==> src/rtl/frame_arb_pkg.sv <==
// frame_arb_pkg: shared state encoding, grant encoding and sizing constants for the SDRAM frame arbiter
package frame_arb_pkg;
  typedef enum logic [2:0] {IDLE, WR_REQ, WR_BUSY, RD_REQ, RD_BUSY} state_t;
  localparam int BANK_W = 2;
  localparam logic GR_WR = 1'b0;
  localparam logic GR_RD = 1'b1;
  localparam int BURST_SHIFT = 8;
endpackage

==> src/rtl/frame_burst_ptr.sv <==
// frame_burst_ptr: per-side burst pointer, frame-active flag, deferred restart and end-of-frame pulse
module frame_burst_ptr #(
  parameter int FRAME_BURSTS = 1200,
  parameter int PTR_W = $clog2(FRAME_BURSTS)
) (
  input  logic             clk,
  input  logic             rst_133,
  input  logic             start,
  input  logic             sel,
  input  logic             done,
  output logic [PTR_W-1:0] ptr,
  output logic             act,
  output logic             rise
);
  logic pend;
  logic last;
  logic restart;
  assign last = ptr == PTR_W'(FRAME_BURSTS - 1);
  // a start arriving with the completing burst (or latched earlier) overrides end-of-frame
  assign restart = start || pend;
  always_ff @(posedge clk or negedge rst_133)
    if (!rst_133) begin
      ptr  <= '0;
      act  <= 1'b0;
      pend <= 1'b0;
      rise <= 1'b0;
    end else begin
      rise <= done && last && !restart;
      if (done) begin
        ptr  <= (last || restart) ? '0 : ptr + 1'b1;
        act  <= restart || (act && !last);
        pend <= 1'b0;
      end else if (start && sel)
        pend <= 1'b1;
      else if (start) begin
        ptr <= '0;
        act <= 1'b1;
      end
    end
endmodule

==> src/rtl/sdram_frame_arbiter.sv <==
// sdram_frame_arbiter: shares the SDRAM command port between camera write and VGA read bursts
module sdram_frame_arbiter
  import frame_arb_pkg::*;
#(
  parameter int BURST_LEN    = 1 << BURST_SHIFT,
  parameter int FRAME_BURSTS = 1200,
  parameter int LVL_W        = 10,
  parameter int OFS_W        = 20,
  parameter int URGENT_SPACE = 768
) (
  input  logic              clk,
  input  logic              rst_133,
  input  logic              cam_frame_start,
  input  logic              vga_frame_start,
  input  logic [LVL_W-1:0]  cam_fifo_level,
  input  logic [LVL_W-1:0]  vga_fifo_space,
  input  logic [BANK_W-1:0] cam_bank,
  input  logic [BANK_W-1:0] vga_bank,
  output logic              cmd_valid,
  output logic              cmd_wr,
  output logic [BANK_W-1:0] cmd_bank,
  output logic [OFS_W-1:0]  cmd_addr,
  input  logic              cmd_ack,
  input  logic              cmd_done,
  output logic              cam_rise,
  output logic              vga_rise
);
  localparam int PTR_W = $clog2(FRAME_BURSTS);
  localparam int SH    = $clog2(BURST_LEN);
  state_t state, nxt;
  logic last_grant;
  logic [PTR_W-1:0] cam_ptr, vga_ptr;
  logic cam_act, vga_act, wr_el, rd_el, gnt_wr, gnt_rd, in_wr, in_rd;
  always_comb begin
    in_wr  = state == WR_REQ || state == WR_BUSY;
    in_rd  = state == RD_REQ || state == RD_BUSY;
    wr_el  = cam_act && cam_fifo_level >= LVL_W'(BURST_LEN);
    rd_el  = vga_act && vga_fifo_space >= LVL_W'(BURST_LEN);
    gnt_rd = state == IDLE && rd_el &&
             (!wr_el || vga_fifo_space >= LVL_W'(URGENT_SPACE) || last_grant == GR_WR);
    gnt_wr = state == IDLE && wr_el && !gnt_rd;
    nxt    = state;
    case (state)
      IDLE:    nxt = gnt_wr ? WR_REQ : gnt_rd ? RD_REQ : IDLE;
      WR_REQ:  nxt = cmd_ack ? WR_BUSY : WR_REQ;
      WR_BUSY: nxt = cmd_done ? IDLE : WR_BUSY;
      RD_REQ:  nxt = cmd_ack ? RD_BUSY : RD_REQ;
      RD_BUSY: nxt = cmd_done ? IDLE : RD_BUSY;
      default: nxt = IDLE;
    endcase
  end
  always_ff @(posedge clk or negedge rst_133)
    if (!rst_133) state <= IDLE;
    else state <= nxt;
  always_ff @(posedge clk or negedge rst_133)
    if (!rst_133) begin
      cmd_valid  <= 1'b0;
      cmd_wr     <= 1'b0;
      cmd_bank   <= '0;
      cmd_addr   <= '0;
      last_grant <= GR_RD;
    end else begin
      cmd_valid <= nxt == WR_REQ || nxt == RD_REQ;
      if (gnt_wr || gnt_rd) begin
        cmd_wr     <= gnt_wr;
        cmd_bank   <= gnt_wr ? cam_bank : vga_bank;
        cmd_addr   <= OFS_W'({gnt_wr ? cam_ptr : vga_ptr, SH'(0)});
        last_grant <= gnt_wr ? GR_WR : GR_RD;
      end
    end
  frame_burst_ptr #(.FRAME_BURSTS(FRAME_BURSTS), .PTR_W(PTR_W)) u_cam (
    .clk(clk), .rst_133(rst_133), .start(cam_frame_start), .sel(in_wr || gnt_wr),
    .done(cmd_done && state == WR_BUSY), .ptr(cam_ptr), .act(cam_act), .rise(cam_rise)
  );
  frame_burst_ptr #(.FRAME_BURSTS(FRAME_BURSTS), .PTR_W(PTR_W)) u_vga (
    .clk(clk), .rst_133(rst_133), .start(vga_frame_start), .sel(in_rd || gnt_rd),
    .done(cmd_done && state == RD_BUSY), .ptr(vga_ptr), .act(vga_act), .rise(vga_rise)
  );
endmodule
==> config.mk <==
export PLATFORM = sky130hd
export DESIGN_NAME = sdram_frame_arbiter
export DESIGN_NICKNAME = d
export VERILOG_FILES = /design/src/rtl/frame_arb_pkg.sv /design/src/rtl/frame_burst_ptr.sv /design/src/rtl/sdram_frame_arbiter.sv
export SDC_FILE = /design/constraint.sdc
export NUM_CORES = 1
export LEC_CHECK = 0
export ABC_AREA = 1
export ABC_CLOCK_PERIOD_IN_PS = 1900
export CAP_MARGIN = 20
export CORE_UTILIZATION = 47
export CTS_CLUSTER_SIZE = 12
export DETAILED_ROUTE_END_ITERATION = 8
export PLACE_DENSITY_LB_ADDON = 0.05
export SYNTH_ARGS = -nofsm -noshare
export SYNTH_HDL_FRONTEND = slang
export SYNTH_HIERARCHICAL = 1
export SYNTH_SLANG_ARGS = --single-unit
==> constraint.sdc <==
create_clock -name clk -period 1.9 [get_ports clk]
set_clock_uncertainty 0.2 [all_clocks]
set_input_delay 0.38 -clock clk [delete_from_list [all_inputs] [get_ports clk]]
set_output_delay 0.38 -clock clk [all_outputs]
set_load 0.05 [all_outputs]
==> impl_metrics.yaml <==
routing:
  vias: 2518
  wl_microns: 6650
  drt-initial-drc-count: 170
  drc_errors: 0
  postRouteAntennaNets: 0
  vias_per_cell: 5.18
  dr.pass1.iters: 4
  wl_per_cell_microns: 13.7
run_status:
  status: "completed"
timing:
  setup_viol: 0
  period_share_pct: 95.8
  max_freq_ghz: 0.549
  drv_slew: 0
  tns_ns: 0
  rsz0062_at_grt: "true"
  timing.final.crit_period_ns: 1.82
  final_hold_viol_count: 0
  final.setup.worst_slack_ns: 0.0791
worst_setup_path:
  max_stage_delay_ns: 0.45
  crit_fanout: 6
  critPathLaunchType: "flop"
  crit_top_cell: "nand2_4"
  critPathCaptureType: "flop"
  critPathArrivalTime_ns: 1.83
  cp_data_required_time_ns: 1.90
  cp_cell_sequence: "nor2_4 -> nand2_4 -> nor2_4 -> nand2_4 -> nand2_4 -> nand3b_4 -> inv_2 -> nand2_1 -> nand2_4 -> clkinv_4 -> o21ai_1 -> nand2_1"
  critical_path_class: "reg2reg"
  slowest_stage: "dfrtp_2"
floorplanning:
  start_util_pct: 50.1
  die-area_sq_um: 6370
  die_w_microns: 79.8
  io_pins: 56
  row_count: 27
  die_y_microns: 79.8
  core_sq_um: 5680
layout:
  areaGrowthSynthToFinish_pct: 19.8
  diodes: 0
  fillerInstances: 551
  final_util_pct: 60.1
  drive_above_1_share_pct: 24.2
  final_nets: 445
clock_network:
  clk_latency_ns: 0.31
  htreeDepth: 2
  cts_tree: "yes"
  clock_tree.buffer_depth: 2
  cts_buffers: 5
  cts.sinks: 47
  clk_pin_slew_ns: 0.10
  cts-root-buf: "clkbuf_8"
worst_hold_path:
  min_path_type: "reg2reg"
global_routing:
  grt_pass1_wl_microns: 11300
  grt_max_degree: 31
  grt_use_total_pct: 23.2
  antenna_found_initial: 0
  grt_pass1_vias: 2343
  grt-ovfl-total: 0
synthesis:
  syn_inst: 361
  yosysWarnings: 6
  synth_area_per_cell_sq_um: 7.88
  synth_cell_type_count: 31
  syn_area_sq_um: 2840
  yosysSeqAreaShare_pct: 41.4
  yosys_register_bits: 47
power_and_ir_drop:
  p_leak_nw: 1.67
  powerDensity_nw_per_um2: 1030
  ir_worst_vdd_mv: 0.622
placed_design:
  pre_cts_ws_ns: -0.381
  io_buffers: 30
  dp_hpwl_microns: 4900
  routabilityCongestion: 0.863
flow_run:
  max-cap-violations: 0
-- worst max-delay path, delay by kind of cell, from the launching register on --
kind	cells	cell delay (ns)
buffers and inverters	2	0.13
AOI/OAI and AO/OA	1	0.13
and+or+nand+nor	9	0.80
DFF	1	0.45
-- path summary, 6_finish.rpt --
| kind | from | end | slack, ns | depth (start not counted) |
|---|---|---|---|---|
| worst max register to register | state[1]$_DFF_PN0_ | u_cam/act$_DFFE_PN0P_ | 0.08 | 12 |
| max in group asynchronous | rst_133 | u_cam/ptr[8]$_DFFE_PN0P_ | 0.65 | 3 |
| min in group asynchronous | rst_133 | cmd_addr[10]$_DFFE_PN0P_ | 0.34 | 2 |
| worst max-delay path | state[1]$_DFF_PN0_ | u_cam/act$_DFFE_PN0P_ | 0.08 | 12 |
| worst min-delay path | last_grant$_DFFE_PN1P_ | last_grant$_DFFE_PN1P_ | 0.29 | 2 |
| worst min register to register | last_grant$_DFFE_PN1P_ | last_grant$_DFFE_PN1P_ | 0.29 | 2 |
-- cells in the mapped netlist --
library cell	n	area share, %
nand2_1	96	13
nand3_1	65	11
dfrtp_1	46	40
inv_1	26	3.4
nor2_1	26	3.4
o21ai_0	14	2.5
nand3_2	12	4.2
buf_4	11	2.9
inv_2	7	0.92
buf_6	6	2.4
nor2_4	6	2.4
nand4_1	5	1.1
nor3_1	5	0.88
nand2_4	4	1.6
nor2_2	4	0.88
xor2_1	4	1.2
buf_2	2	0.35
ha_1	2	0.88
nand2_2	2	0.44
o211a_1	2	0.70
o21ai_2	2	0.62
o21bai_1	2	0.53
o311ai_0	2	0.62
or2_4	2	0.62
xnor2_1	2	0.62
conb_1	1	0.13
dfstp_2	1	0.92
nand3b_2	1	0.40
o2111ai_1	1	0.31
o21a_1	1	0.26
o22ai_1	1	0.22
-- cell usage in the layout (no fill, tap or decap), types with 7 or more instances in the layout --
cell	instances
nand3_2	13
inv_2	8
clkdlybuf4s50_1	8
nor2_4	7
inv_1	24
nand3_1	64
conb_1	9
nand2_1	94
o21ai_0	8
nor2_1	25
buf_4	40
dfrtp_1	45
-- power by group --
group | switching, mW | internal (mW)
Combinational | 1.05 | 0.592
Clock | 0.364 | 0.264
Sequential | 0.0955 | 1.14
Total | 1.51 | 1.99
-- area by class of cell --
class	instances	area, sq um	area share (%)
Sequential cell	47	1180	34.6
Inverter	33	129	3.78
Clock buffer	5	68.8	2.02
Tap cell	72	90.1	2.64
Timing Repair Buffer	55	465	13.7
Clock inverter	3	23.8	0.698
Timing Repair inverter	1	5.00	0.147
Multi-Input combinational cell	270	1450	42.5
-- state kept, by name, indices dropped and copies added, names as in the netlist --
name        flops
cmd_bank        2
cmd_wr          1
u_vga/ptr      11
u_cam/ptr      11
cmd_valid       1
u_vga/rise      1
u_cam/act       1
state           3
u_vga/pend      1
last_grant      1
cmd_addr       11
u_cam/rise      1
u_cam/pend      1
u_vga/act       1
-- stage by stage --
step | cell area [sq um] | instances | hold WS (ns) | power [mW]
finish | 3410 | 486 | 0.293 | 3.51
floorplan | 2890 | 369 | -0.116 | 2.38
global route | 3410 | 486 | 0.320 | 3.73
global placement | 3250 | 475 | 0.146 | 2.80
CTS | 3360 | 484 | 0.294 | 3.48
detailed placement | 3250 | 475 | 0.145 | 2.83
-- layer usage --
layer / share of wire (%) / track usage (%) / vias up
met5: 0 / 0 / -
met4: 0.57 / 5.36 / 0
met3: 6.1 / 4.00 / 5
met2: 46 / 37.2 / 73
met1: 47 / 32.8 / 1173
li1: - / - / 1267
-- logic make-up (layout without fill, tap and decap cells) --
group / Yosys count / after routing / synth area share, %
AO/OA/AOI/OAI: 25 / 25 / 5.72
XOR/XNOR: 6 / 6 / 1.85
adder cells (fa/ha/maj): 2 / 2 / 0.880
buffers and inverters: 52 / 97 / 9.99
flip-flops: 47 / 47 / 41.4
other: 1 / 9 / 0.132
AND/OR/NAND/NOR: 228 / 228 / 40.0
-- timing repair --
action	CTS	global route
setup endpoints to repair	15	21
cloned	0	1
gates resized for setup	2	13
hold endpoints to repair	16	0
buffers inserted	0	1
pin swaps	1	4
hold buffers	1	0
(Power assumes the default switching activity.)
